### config.mk
export PLATFORM = sky130hd
export DESIGN_NAME = uart_file_responder
export DESIGN_NICKNAME = d
export VERILOG_FILES = /design/src/rtl/uart_file_responder_pkg.sv /design/src/rtl/uart_file_responder_file_table.sv /design/src/rtl/uart_file_responder.sv
export SDC_FILE = /design/constraint.sdc
export NUM_CORES = 1
export LEC_CHECK = 0
export ABC_CLOCK_PERIOD_IN_PS = 4050
export BUFFER_PORTS_ARGS = -buffer_cell sky130_fd_sc_hd__buf_2
export CORE_MARGIN = 2
export CORE_UTILIZATION = 35
export DETAILED_ROUTE_END_ITERATION = 16
export SLEW_MARGIN = 5
export SYNTH_ARGS = -nofsm -noshare
export SYNTH_HDL_FRONTEND = slang
export SYNTH_SLANG_ARGS = --single-unit
export TNS_END_PERCENT = 30
### constraint.sdc
create_clock -name clk_i -period 4.05 [get_ports clk_i]
set_input_delay 0.81 -clock clk_i [delete_from_list [all_inputs] [get_ports clk_i]]
set_output_delay 0.81 -clock clk_i [all_outputs]
set_load 0.01 [all_outputs]
### src/rtl/uart_file_responder_pkg.sv
// Shared constants, state encoding and the on-chip file memory map for uart_file_responder.
package uart_file_pkg;

    localparam logic [7:0] HDR_READ  = 8'h52;
    localparam logic [7:0] HDR_WRITE = 8'h57;

    typedef logic [3:0] state_t;
    localparam state_t S_IDLE    = 4'd0;
    localparam state_t S_IDX_LO  = 4'd1;
    localparam state_t S_IDX_HI  = 4'd2;
    localparam state_t S_LOOKUP  = 4'd3;
    localparam state_t S_RD_ADDR = 4'd4;
    localparam state_t S_RD_DATA = 4'd5;
    localparam state_t S_RD_SEND = 4'd6;
    localparam state_t S_RD_ACK  = 4'd7;
    localparam state_t S_WR_RECV = 4'd8;
    localparam state_t S_WR_SUM  = 4'd9;
    localparam state_t S_DONE    = 4'd10;

    typedef enum logic {RW_READ = 1'b0, RW_WRITE = 1'b1} rw_t;

    // Memory map: 80 image files of 784 bytes, 48 result files of 16 bytes, one empty file.
    localparam int unsigned IMG_FILES = 80;
    localparam int unsigned IMG_LEN   = 784;
    localparam int unsigned RES_FILES = 48;
    localparam int unsigned RES_LEN   = 16;
    localparam int unsigned RES_BASE  = IMG_FILES * IMG_LEN;

    function automatic int unsigned file_base(input int unsigned idx);
        if (idx < IMG_FILES) return idx * IMG_LEN;
        else if (idx < IMG_FILES + RES_FILES) return RES_BASE + (idx - IMG_FILES) * RES_LEN;
        else return RES_BASE + RES_FILES * RES_LEN;
    endfunction

    function automatic int unsigned file_len(input int unsigned idx);
        if (idx < IMG_FILES) return IMG_LEN;
        else if (idx < IMG_FILES + RES_FILES) return RES_LEN;
        else return 0;
    endfunction

endpackage

### src/rtl/uart_file_responder_file_table.sv
// Combinational file index -> {base, len} lookup over the shared memory map.
module file_table
    import uart_file_pkg::*;
#(
    parameter int ADDR_W = 16,
    parameter int IDX_W  = 16
) (
    input  logic [IDX_W-1:0]  idx_i,
    output logic [ADDR_W-1:0] base_o,
    output logic [ADDR_W-1:0] len_o
);

    always_comb begin
        base_o = ADDR_W'(file_base(32'(idx_i)));
        len_o  = ADDR_W'(file_len(32'(idx_i)));
    end

endmodule

### src/rtl/uart_file_responder.sv
// Responder end of the R/W byte-serial file protocol, emulating the host file store on-chip.
// Define RESP_CHECKSUM_EN for an XOR trailer byte in both directions (adds err_sum_o).
module uart_file_responder
    import uart_file_pkg::*;
#(
    parameter int ADDR_W    = 16,
    parameter int NUM_FILES = 129,
    parameter int IDX_W     = 16
) (
    input  logic              clk_i,
    input  logic              reset_i,
    input  logic [7:0]        rx_data_i,
    input  logic              rx_rdy_i,
    output logic [7:0]        tx_data_o,
    output logic              tx_en_o,
    input  logic              tx_busy_i,
    output logic [ADDR_W-1:0] mem_addr_o,
    output logic [7:0]        mem_wdata_o,
    output logic              mem_we_o,
    input  logic [7:0]        mem_rdata_i,
    output logic              busy_o,
    output logic              done_o,
    output logic              err_cmd_o,
`ifdef RESP_CHECKSUM_EN
    output logic              err_sum_o,
`endif
    output logic              err_idx_o
);

    state_t            state_q, state_d;
    rw_t               rw_q, rw_d;
    logic [IDX_W-1:0]  idx_q, idx_d;
    logic [ADDR_W-1:0] ptr_q, ptr_d, cnt_q, cnt_d, mem_addr_q, mem_addr_d;
    logic [7:0]        tx_data_q, tx_data_d, mem_wdata_q, mem_wdata_d, sum_q, sum_d;
    logic              rx_rdy_q, tx_en_q, tx_en_d, mem_we_q, mem_we_d;
    logic              busy_q, busy_d, done_q, done_d, err_cmd_q, err_cmd_d, err_idx_q, err_idx_d;
    logic              seen_q, seen_d, trailer_q, trailer_d, err_sum_q, err_sum_d;
    logic [ADDR_W-1:0] tbl_base, tbl_len;
    logic              rx_acc;

    file_table #(.ADDR_W(ADDR_W), .IDX_W(IDX_W)) u_file_table (
        .idx_i  (idx_q),
        .base_o (tbl_base),
        .len_o  (tbl_len)
    );

    assign rx_acc = rx_rdy_i && !rx_rdy_q;

    always_comb begin
        state_d = state_q;   rw_d = rw_q;       idx_d = idx_q;
        ptr_d = ptr_q;       cnt_d = cnt_q;     mem_addr_d = mem_addr_q;
        tx_data_d = tx_data_q; mem_wdata_d = mem_wdata_q; sum_d = sum_q;
        busy_d = busy_q;     seen_d = seen_q;   trailer_d = trailer_q;
        tx_en_d = 1'b0;      mem_we_d = 1'b0;   done_d = 1'b0;
        err_cmd_d = 1'b0;    err_idx_d = 1'b0;  err_sum_d = 1'b0;
        case (state_q)
            S_IDLE: if (rx_acc) begin
                if (rx_data_i == HDR_READ) begin
                    rw_d = RW_READ;  state_d = S_IDX_LO;
                end else if (rx_data_i == HDR_WRITE) begin
                    rw_d = RW_WRITE; state_d = S_IDX_LO;
                end else begin
                    err_cmd_d = 1'b1;
                end
            end
            S_IDX_LO: if (rx_acc) begin
                idx_d = {idx_q[IDX_W-1:8], rx_data_i};
                state_d = S_IDX_HI;
            end
            S_IDX_HI: if (rx_acc) begin
                idx_d = {rx_data_i, idx_q[7:0]};
                state_d = S_LOOKUP;
            end
            S_LOOKUP: begin
                if (idx_q >= IDX_W'(NUM_FILES)) begin
                    err_idx_d = 1'b1;
                    state_d = S_IDLE;
                end else begin
                    // mem_addr is preloaded so the synchronous read lands in RD_DATA
                    ptr_d = tbl_base;  cnt_d = tbl_len;  mem_addr_d = tbl_base;
                    busy_d = 1'b1;     sum_d = 8'h00;    trailer_d = 1'b0;
                    if (tbl_len == '0)       state_d = S_DONE;
                    else if (rw_q == RW_READ) state_d = S_RD_ADDR;
                    else                      state_d = S_WR_RECV;
                end
            end
            S_RD_ADDR: begin
                mem_addr_d = ptr_q;
                state_d = S_RD_DATA;
            end
            S_RD_DATA: begin
                tx_data_d = mem_rdata_i;
                sum_d = sum_q ^ mem_rdata_i;
                state_d = S_RD_SEND;
            end
            S_RD_SEND: if (!tx_busy_i) begin
                tx_en_d = 1'b1;
                seen_d = 1'b0;
                state_d = S_RD_ACK;
            end
            S_RD_ACK: begin
                if (tx_busy_i) begin
                    seen_d = 1'b1;
                end else if (seen_q) begin
                    if (trailer_q) begin
                        state_d = S_DONE;
                    end else begin
                        ptr_d = ptr_q + 1'b1;  cnt_d = cnt_q - 1'b1;  mem_addr_d = ptr_q + 1'b1;
                        if (cnt_q == ADDR_W'(1)) begin
`ifdef RESP_CHECKSUM_EN
                            trailer_d = 1'b1;
                            tx_data_d = sum_q;
                            state_d = S_RD_SEND;
`else
                            state_d = S_DONE;
`endif
                        end else begin
                            state_d = S_RD_ADDR;
                        end
                    end
                end
            end
            S_WR_RECV: if (rx_acc) begin
                mem_addr_d = ptr_q;  mem_wdata_d = rx_data_i;  mem_we_d = 1'b1;
                ptr_d = ptr_q + 1'b1;  cnt_d = cnt_q - 1'b1;  sum_d = sum_q ^ rx_data_i;
                if (cnt_q == ADDR_W'(1)) begin
`ifdef RESP_CHECKSUM_EN
                    state_d = S_WR_SUM;
`else
                    state_d = S_DONE;
`endif
                end
            end
`ifdef RESP_CHECKSUM_EN
            S_WR_SUM: if (rx_acc) begin
                if (rx_data_i == sum_q) begin
                    state_d = S_DONE;
                end else begin
                    err_sum_d = 1'b1;  busy_d = 1'b0;  state_d = S_IDLE;
                end
            end
`endif
            S_DONE: begin
                done_d = 1'b1;  busy_d = 1'b0;  state_d = S_IDLE;
            end
            default: state_d = S_IDLE;
        endcase
    end

    always_ff @(posedge clk_i or posedge reset_i) begin
        if (reset_i) begin
            state_q <= S_IDLE;   rw_q <= RW_READ;  idx_q <= '0;
            ptr_q <= '0;         cnt_q <= '0;      mem_addr_q <= '0;
            tx_data_q <= '0;     mem_wdata_q <= '0; sum_q <= '0;
            rx_rdy_q <= 1'b0;    tx_en_q <= 1'b0;  mem_we_q <= 1'b0;
            busy_q <= 1'b0;      done_q <= 1'b0;   err_cmd_q <= 1'b0;
            err_idx_q <= 1'b0;   seen_q <= 1'b0;   trailer_q <= 1'b0;
            err_sum_q <= 1'b0;
        end else begin
            state_q <= state_d;  rw_q <= rw_d;     idx_q <= idx_d;
            ptr_q <= ptr_d;      cnt_q <= cnt_d;   mem_addr_q <= mem_addr_d;
            tx_data_q <= tx_data_d; mem_wdata_q <= mem_wdata_d; sum_q <= sum_d;
            rx_rdy_q <= rx_rdy_i; tx_en_q <= tx_en_d; mem_we_q <= mem_we_d;
            busy_q <= busy_d;    done_q <= done_d; err_cmd_q <= err_cmd_d;
            err_idx_q <= err_idx_d; seen_q <= seen_d; trailer_q <= trailer_d;
            err_sum_q <= err_sum_d;
        end
    end

    assign tx_data_o   = tx_data_q;
    assign tx_en_o     = tx_en_q;
    assign mem_addr_o  = mem_addr_q;
    assign mem_wdata_o = mem_wdata_q;
    assign mem_we_o    = mem_we_q;
    assign busy_o      = busy_q;
    assign done_o      = done_q;
    assign err_cmd_o   = err_cmd_q;
    assign err_idx_o   = err_idx_q;
`ifdef RESP_CHECKSUM_EN
    assign err_sum_o   = err_sum_q;
`endif

endmodule

==> results of run 1 <==
-- routing by layer --
metal | up-vias | GRT usage | part of all wire
li1 | 2273 | - | -
met1 | 2366 | 0.240 | 0.48
met2 | 138 | 0.271 | 0.46
met3 | 24 | 0.0355 | 0.044
met4 | 0 | 0.0495 | 0.018
met5 | - | 0 | 0
-- layout make-up --
| class | count | area, µm² |
|---|---|---|
| clock buffer | 9 | 225 |
| clock inverter | 7 | 72.6 |
| fill | 1559 | 9330 |
| inverter | 28 | 106 |
| multi-input combinational | 448 | 3130 |
| sequential | 93 | 2330 |
| tap | 216 | 270 |
| timing repair buffer | 68 | 368 |
-- per-stage QoR --
stage	hold slack, ns	cell area, µm²	worst slack (ns)	total power (µW)	cells
after global placement	0.475	6190	0.947	4230	853
after floorplan	0.470	5660	0.820	3550	597
final	0.406	6500	0.890	5140	869
after detailed placement	0.477	6190	0.860	4280	853
after global routing	0.438	6500	0.591	5630	869
after CTS	0.420	6490	0.849	5180	869
-- cell families after synthesis --
group | count (synthesis) | share of synthesized area
flops | 93 | 0.411
simple gates | 204 | 0.185
xor+xnor | 24 | 0.0371
mux | 34 | 0.0674
compound gates | 149 | 0.172
fa+ha+maj | 37 | 0.0898
buf+inv | 56 | 0.0371
-- worst min-delay path by stage --
stage                  start             to  slack (ns)  cells past startpoint
6_report             reset_i   tx_data_o[3]        0.41                      2
5_1_grt              reset_i   tx_data_o[4]        0.44                      2
4_1_cts              reset_i   tx_data_o[4]        0.42                      2
3_5_place_dp   mem_addr_o[2]  mem_addr_o[2]        0.48                      1
3_3_place_gp   mem_addr_o[3]  mem_addr_o[3]        0.47                      1
2_1_floorplan      idx_q[15]      idx_q[15]        0.47                      1
-- state kept, by name (all words and copies together) (netlist names), 4 cells and up --
name	flops
cnt_q	16
idx_q	16
mem_addr_o	16
mem_wdata_o	8
ptr_q	16
state_q	4
tx_data_o	8
-- worst max-delay path, stage by stage (launching register included) --
cell	delay, ns
dfrtp_1	0.44
inv_1	0.09
ha_1	0.31
fa_1	0.46
ha_1	0.31
inv_1	0.06
fa_1	0.43
nor2b_1	0.15
nor2_1	0.05
o21ai_0	0.09
o311ai_0	0.28
a22oi_1	0.25
a31oi_1	0.10
-- power groups by stage --
stage / clock, µW / sequential, µW / combinational (µW)
after global routing: 928 / 1780 / 2920
after detailed placement: 0 / 1720 / 2550
after floorplan: 0 / 1620 / 1930
final: 879 / 1720 / 2550
after global placement: 0 / 1700 / 2520
after CTS: 894 / 1710 / 2580
-- cell usage in the layout (no fill, tap or decap), types with 10 or more instances in the layout --
cell and n:
dfrtp_1 93, a31oi_1 12, nand2b_1 11, o21ai_0 33, buf_2 57, nor3_1 19, buf_4 11, xnor2_1 19
nor2_1 63, nand2_1 43, or3_1 10, a21oi_1 43, ha_1 31, inv_1 27, mux2_2 33
==> flow_summary.ini, run 1 <==
[run_status]
status = completed

[global_route]
antenna_found_initial = 0
track_usage = 0.172
grt_max_degree = 39
grt.overflow.total = 0
grt_pass1_vias = 4612
grt_pass1_wl_um = 24300

[min_path]
min_path_type = in -> async

[clock_network]
clk_path_buf_depth = 2
clk_pin_slew_ns = 0.07
clock_latency_ns = 0.35
cts_hold_buf = 0
cts_buffers = 9
cts-htree-levels = 3
post-cts-setup-buffers = 0
cts_tree = built
clkSinkCount = 93
root_buffer = clkbuf_16
cts_resized = 0

[placement]
io_buffer_count = 57
dp_hpwl_um = 10700
place_congestion = 0.861

[logic_synthesis]
synth_nets = 654
synth.most_common_cell = dfrtp_1
syn_area_per_cell_um2 = 9.48
yosys_warnings = 0
ys_types = 64
synth_edf_count = 0
yosys-top-cells-area = dfrtp_1, ha_1, mux2_2, nor2_1, a21oi_1
postSynthRegisterBits = 93
yosys.area.top_type = dfrtp_1
ys_async_sr_fraction = 1.00
synth_top_area_share = 0.411
postSynthCellCount = 597
synth_common_cells = dfrtp_1, nor2_1, a21oi_1, nand2_1
ys_seq_area_frac = 0.411
synth.cell_area_um2 = 5660
synth_ff_type = dfrtp_1

[sta]
rsz0062_at_grt = false
slew_headroom = 0.233
report.final.hold_viol_count = 0
final.setup.tns_ns = 0
fin_crit_sh = 0.780
tightest_slew_ns = 1.15
layout_min_cycle_time_ns = 3.16
finalSetupViolations = 0
maxSlewViolCount = 0
finalClockSkew_ns = 0.00669
fmax_mhz = 316

[worst_setup_path]
crit_path_start_kind = flip-flop
reg2regPathDepth = 12
arrival_ns = 3.38
crit_end = mem_addr_o[12]
critPathLaunch = idx_q[2]
required_ns = 4.27
end_kind = flip-flop
r2r_start = idx_q[2]
crit_fanout = 5
r2r-end = mem_addr_o[12]
ff2ff_setup_slack_ns = 0.89
crit_type = reg -> reg

[routing]
drt-pass1-iter-count = 7
drtIter0Drc = 401
vias_per_cell = 5.52
antenna_left = 0
drt-total-wl_um = 14700
post-route-drc-count = 0
via_count = 4801
wl_per_cell_um = 16.9

[pwr]
clkPwrFrac = 0.171
power_density_nw_per_um2 = 792
switching_share = 0.426
p_sw_uw = 2190
seq_power_share = 0.334
p_int_uw = 2950
combPwrFrac = 0.495
vdd_drop_max_mv = 0.274
p_leak_uw = 0.00289

[final_layout]
synthToLayoutAreaGrowth_pct = 14.8
nets = 705
diodes = 0
drive_gt1_frac = 0.196
final_util = 0.410

[floorplanning]
placementRows = 46
die_area_um2 = 17200
ios = 58
coreArea_um2 = 15800
fp.dieH_um = 131
die_w_um = 131
start_util = 0.358

[job]
maxCapViolations = 0
Note: power is estimated with default switching activity, not from simulation.
==> run 2, diff against run 1 <==
- ABC_AREA: default -> 1
- ABC_CLOCK_PERIOD_IN_PS: 4050 -> 2900
- clock period: 4.05 -> 2.9 ns (I/O delays scaled with it)
==> run 2 against run 1 <==
Effect of this change: area after synthesis rose by 4.6%; critical path depth rose by 3; synthesized cell count rose by 26%; routed wire length fell by 0.96%; non-clock buffer count rose by 13; utilization rose by 0.72 points; count of clock-buffer cells in the layout rose by 1; fmax rose by 12%.
==> flow_summary.ini, run 2 <==
[run_status]
status = completed

[sta]
fin_ws_ns = 0.0701
rsz0062_at_grt = true
report.final.hold_viol_count = 0
slew_headroom = 0.622
fin_crit_sh = 0.976
maxSlewViolCount = 0
final.setup.tns_ns = 0
tightest_slew_ns = 0.566
fmax_mhz = 353
layout_min_cycle_time_ns = 2.83
finalSetupViolations = 0
finalClockSkew_ns = 0.00902

[logic_synthesis]
yosys_warnings = 0
ys_async_sr_fraction = 1.00
synth_ff_type = dfrtp_1
postSynthCellCount = 751
yosys.area.top_type = dfrtp_1
ys_seq_area_frac = 0.393
synth.most_common_cell = nand2_1
postSynthRegisterBits = 93
synth_top_area_share = 0.393
synth_edf_count = 0
ys_types = 45
synth_common_cells = nand2_1, dfrtp_1, inv_1
synth.cell_area_um2 = 5920
syn_area_per_cell_um2 = 7.89
synth_nets = 808
yosys-top-cells-area = dfrtp_1, nand2_1, ha_1, inv_1, o21ai_0

[placement]
dp_slack_ns = 0.0452
io_buffer_count = 57
place_congestion = 0.936
dp.cells = 1030
dp_hpwl_um = 11200

[worst_setup_path]
critPathLaunch = idx_q[1]
end_kind = flip-flop
crit_fanout = 4
arrival_ns = 3.12
r2r_start = idx_q[1]
required_ns = 3.19
crit_type = reg -> reg
crit_path_start_kind = flip-flop

[routing]
wl_per_cell_um = 13.9
post-route-drc-count = 0
drtIter0Drc = 297
drt-pass1-iter-count = 5
via_count = 5138
vias_per_cell = 4.88
antenna_left = 0
drt-total-wl_um = 14600

[floorplanning]
coreArea_um2 = 16600
die_area_um2 = 18000
fp.dieH_um = 134
start_util = 0.357
placementRows = 47
ios = 58
die_w_um = 134

[final_layout]
drive_gt1_frac = 0.209
synthToLayoutAreaGrowth_pct = 17.0
nets = 884
final_util = 0.418
final_common_cell = nand2_1
final_cells = 1052
layout_common_cells = nand2_1, dfrtp_1, inv_1
diodes = 0

[clock_network]
cts-htree-levels = 3
clk_path_buf_depth = 2
clkSinkCount = 93
clock_latency_ns = 0.36
root_buffer = clkbuf_16
clk_pin_slew_ns = 0.07
cts_buffers = 9
cts_tree = built

[job]
maxCapViolations = 0

[pwr]
vdd_drop_max_mv = 0.549
power_density_nw_per_um2 = 1080
p_leak_uw = 0.00345

[global_route]
grt.overflow.total = 0
grt_pass1_vias = 4943
antenna_found_initial = 0
track_usage = 0.171
grt_max_degree = 44
grt_pass1_wl_um = 24500

[min_path]
min_path_type = in -> async
## run 2: worst paths after layout
kind / end / slack, ns / cells past startpoint
worst max-delay path: mem_addr_o[14] / 0.07 / 15
worst min-delay path: cnt_q[6] / 0.28 / 2
worst max register to register: mem_addr_o[14] / 0.07 / 15
worst min register to register: mem_addr_o[9] / 0.47 / 2
max in group asynchronous: tx_en_o / 2.00 / 3
min in group clk_i: rx_rdy_q / 0.35 / 1
## run 2: worst max-delay path, stage by stage, from the launching register on
cell and delay [ns]:
dfrtp_1 0.41, ha_1 0.30, fa_1 0.44, ha_1 0.30, ha_2 0.16, inv_2 0.05, fa_2 0.35, inv_2 0.07
nand2_2 0.05, nand2_2 0.07, a21oi_2 0.05, xnor2_1 0.16, nand2_1 0.09, nand2_2 0.07, nand2_1 0.05, a21boi_1 0.14
## run 2: final cells by class
cell class	instances	area [µm²]
fillers	1694	9660
multi-input cells	550	3190
flip-flops and latches	93	2330
well taps	220	275
clock buffers	10	239
inverters	92	352
repair buffers	81	478
clock inverters	6	62.6
## run 2: where the power goes
part           internal (µW)  switching, µW  leakage [µW]
Combinational           1760           2500       0.00210
Sequential              1690            361       0.00120
Clock                    690            510      0.000152
Total                   4140           3370       0.00345
## run 2: per-stage QoR
| step | cell area, µm² | total power, µW | hold slack [ns] |
|---|---|---|---|
| final | 6930 | 7510 | 0.275 |
| after global routing | 6930 | 8240 | 0.314 |
| after CTS | 6810 | 7210 | 0.295 |
| after detailed placement | 6510 | 5950 | 0.460 |
| after global placement | 6510 | 5950 | 0.461 |
| after floorplan | 5930 | 4880 | 0.454 |
## run 2: what timing repair did
| action | CTS | global route |
|---|---|---|
| hold buffers | 0 | 0 |
| buffers inserted | 0 | 6 |
| gates resized for setup | 0 | 16 |
| setup endpoints to repair | 0 | 9 |
## run 2: metal layers
layer / share of wire / wire (µm) / up-vias / global-route usage
met3: 0.044 / 648 / 20 / 0.0401
met2: 0.47 / 6790 / 112 / 0.279
met5: 0 / 0 / - / 0
li1: - / - / 2607 / -
met4: 0.014 / 205 / 0 / 0.0450
met1: 0.48 / 6950 / 2399 / 0.230
## run 2: cell families after synthesis
group / count (synthesis) / share of synthesized area
buffers and inverters: 108 / 0.0792
DFF: 93 / 0.393
adders and majority gates: 37 / 0.0858
and+or+nand+nor: 370 / 0.282
xor gates and xnor gates: 16 / 0.0237
muxes: 8 / 0.0152
AOI/OAI and AO/OA: 119 / 0.121
==> run 3, diff against run 2 <==
- SYNTH_HIERARCHICAL: default -> 1
==> run 3 against run 2 <==
Effect of this change: the flow now finishes with violations (negative setup slack); global-route usage increased by 0.70 points; clock skew increased by 0.0014 ns; via count increased by 13%; sequential share of layout area decreased by 2.2 points; synthesized cell count increased by 24%; power increased by 14%; sequential cell count unchanged; worst hold slack improved by 0.064 ns; utilization decreased by 0.56 points; register-to-register slack got worse by 0.14 ns; combinational power increased by 19%; first-iteration DRC count increased by 14%; critical path type unchanged; largest cell class unchanged.
==> flow_summary.ini, run 3 <==
[floorplanning]
die_area_um2 = 19400
ios = 58
die_w_um = 139
start_util = 0.357
placementRows = 49
coreArea_um2 = 18000
fp.dieH_um = 139

[sta]
maxSlewViolCount = 0
report.final.hold_viol_count = 0
fin_crit_sh = 1.02
finalSetupViolations = 5
rsz0062_at_grt = true
fmax_mhz = 337
tightest_slew_ns = 0.601
layout_min_cycle_time_ns = 2.97
finalClockSkew_ns = 0.0104
fin_ws_ns = -0.0653
slew_headroom = 0.599

[logic_synthesis]
ys_seq_area_frac = 0.363
postSynthRegisterBits = 93
synth_ff_type = dfrtp_1
ys_types = 39
synth.most_common_cell = nand2_1
synth_common_cells = nand2_1, dfrtp_1, inv_1
yosys.area.top_type = dfrtp_1
synth.cell_area_um2 = 6410
yosys_warnings = 6
ys_async_sr_fraction = 1.00
postSynthCellCount = 934
syn_area_per_cell_um2 = 6.86
synth_top_area_share = 0.363
yosys-top-cells-area = dfrtp_1, nand2_1, nand3_1, inv_1, ha_1
synth_edf_count = 0

[routing]
drt-pass1-iter-count = 5
vias_per_cell = 4.68
post-route-drc-count = 0
wl_per_cell_um = 13.3
drtIter0Drc = 338
drt-total-wl_um = 16500
antenna_left = 0
via_count = 5819

[placement]
place_congestion = 0.901
post_dp_cell_area_um2 = 7020
dp_slack_ns = -0.170
dp_hpwl_um = 12200
dp.cells = 1227
io_buffer_count = 57

[worst_setup_path]
ff2ff_setup_slack_ns = -0.07
slowest_delay_ns = 0.46
crit_type = reg -> reg
r2r-end = mem_addr_o[14]
crit_chain = ha_1 > fa_1 > ha_1 > ha_2 > inv_2 > fa_2 > nor2_2 > o21ai_2 > nand3_1 > nand2_1 > nand2_1 > nand3_2 > inv_2 > nor2_1 > a21oi_1 > nand2_1 > nand2_1 > nand2_1
end_kind = flip-flop
crit_fanout = 2
crit_path_start_kind = flip-flop
reg2regPathDepth = 18
cp_common_cell = nand2_1
critPathSlowestCell = fa_1
r2r_start = idx_q[1]
arrival_ns = 3.21
required_ns = 3.15

[final_layout]
post-route-cell-area_um2 = 7400
final_cells = 1244
synthToLayoutAreaGrowth_pct = 15.6
nets = 1061
layout_common_cells = nand2_1, dfrtp_1, inv_1
final_common_cell = nand2_1
drive_gt1_frac = 0.157
diodes = 0

[global_route]
grt_pass1_wl_um = 27900
grt_pass1_vias = 5510
grt.overflow.total = 0
grt_max_degree = 94
track_usage = 0.178
antenna_found_initial = 0

[clock_network]
cts_hold_buf = 0
clk_pin_slew_ns = 0.07
cts_tree = built
clk_path_buf_depth = 2
cts_buffers = 9
clkSinkCount = 93
root_buffer = clkbuf_16
clock_latency_ns = 0.36
cts-htree-levels = 3

[min_path]
worstHoldEndpoint = rx_rdy_q
whs_path_depth = 1
min_path_type = in -> reg
min-delay-start = rx_rdy_i

[run_status]
violations = negative setup slack
status = complete, but fails checks

[pwr]
power_density_nw_per_um2 = 1160
p_leak_uw = 0.00395
total_power_uw = 8570
vdd_drop_max_mv = 0.619

[job]
maxCapViolations = 0
[run 3: cell count changes after synthesis, sizes merged, moves of 8 or more]
cell / previous run / this run
nand3: 49 / 76
nand2: 215 / 377
nor3: 17 / 6
buf: 12 / 29
inv: 90 / 104
nor2: 64 / 88
o21ai: 73 / 65
o31ai: 11 / 0
[run 3: area by class of cell]
class	count	area (µm²)
clock inverters	7	67.6
inverters	105	399
flip-flops and latches	93	2330
repair buffers	86	519
fillers	1854	10600
multi-input cells	715	3580
clock buffers	9	225
well taps	229	287
[run 3: routing by layer]
layer  part of all wire  vias up  track usage
met5                  0        -            0
met4              0.016        0       0.0526
met3              0.045       19       0.0282
met2               0.44      129        0.279
met1               0.50     2605        0.255
li1                   -     3066            -
[run 3: cell families after synthesis]
family                     count (synthesis)  share of synthesized area
and+or+nand+nor                          563                      0.368
buffers and inverters                    142                     0.0994
DFF                                       93                      0.363
AOI/OAI and AO/OA                         86                     0.0732
adders and majority gates                 31                     0.0676
xor gates and xnor gates                   9                     0.0123
muxes                                      9                     0.0156
other                                      1                   0.000585
[run 3: critical path, delay by kind of cell (launching register included)]
kind            cells  cell delay, ns
buf+inv             2            0.11
simple gates        9            0.55
compound gates      2            0.18
fa+ha+maj           5            1.60
flops               1            0.40
[run 3: worst max path at each step]
stage	from	slack (ns)	endpoint	depth (start not counted)
2_1_floorplan	idx_q[1]	-0.002	mem_addr_o[14]	18
3_3_place_gp	idx_q[2]	-0.12	mem_addr_o[14]	18
3_5_place_dp	idx_q[1]	-0.17	mem_addr_o[14]	18
4_1_cts	idx_q[2]	-0.09	mem_addr_o[14]	18
5_1_grt	idx_q[1]	-0.28	mem_addr_o[14]	18
6_report	idx_q[1]	-0.07	mem_addr_o[14]	18
[run 3: power by group]
part	internal [µW]	switching, µW	total (µW)
logic	2120	2940	5050
clock network	602	587	1190
registers	1820	505	2330
total	4540	4030	8570
[run 3: timing repair]
item | CTS | global route
pin swaps | 9 | 8
resized for setup | 9 | 10
setup endpoints to repair | 8 | 10
buffers inserted | 0 | 1
[run 3: through the flow]
step | hold WS (ns) | util | TNS [ns]
2_1_floorplan | 0.442 | - | -0.00154
3_3_place_gp | 0.459 | 0.391 | -0.228
3_5_place_dp | 0.461 | 0.391 | -0.539
4_1_cts | 0.326 | 0.410 | -0.190
5_1_grt | 0.337 | 0.412 | -1.62
6_report | 0.339 | 0.412 | -0.174
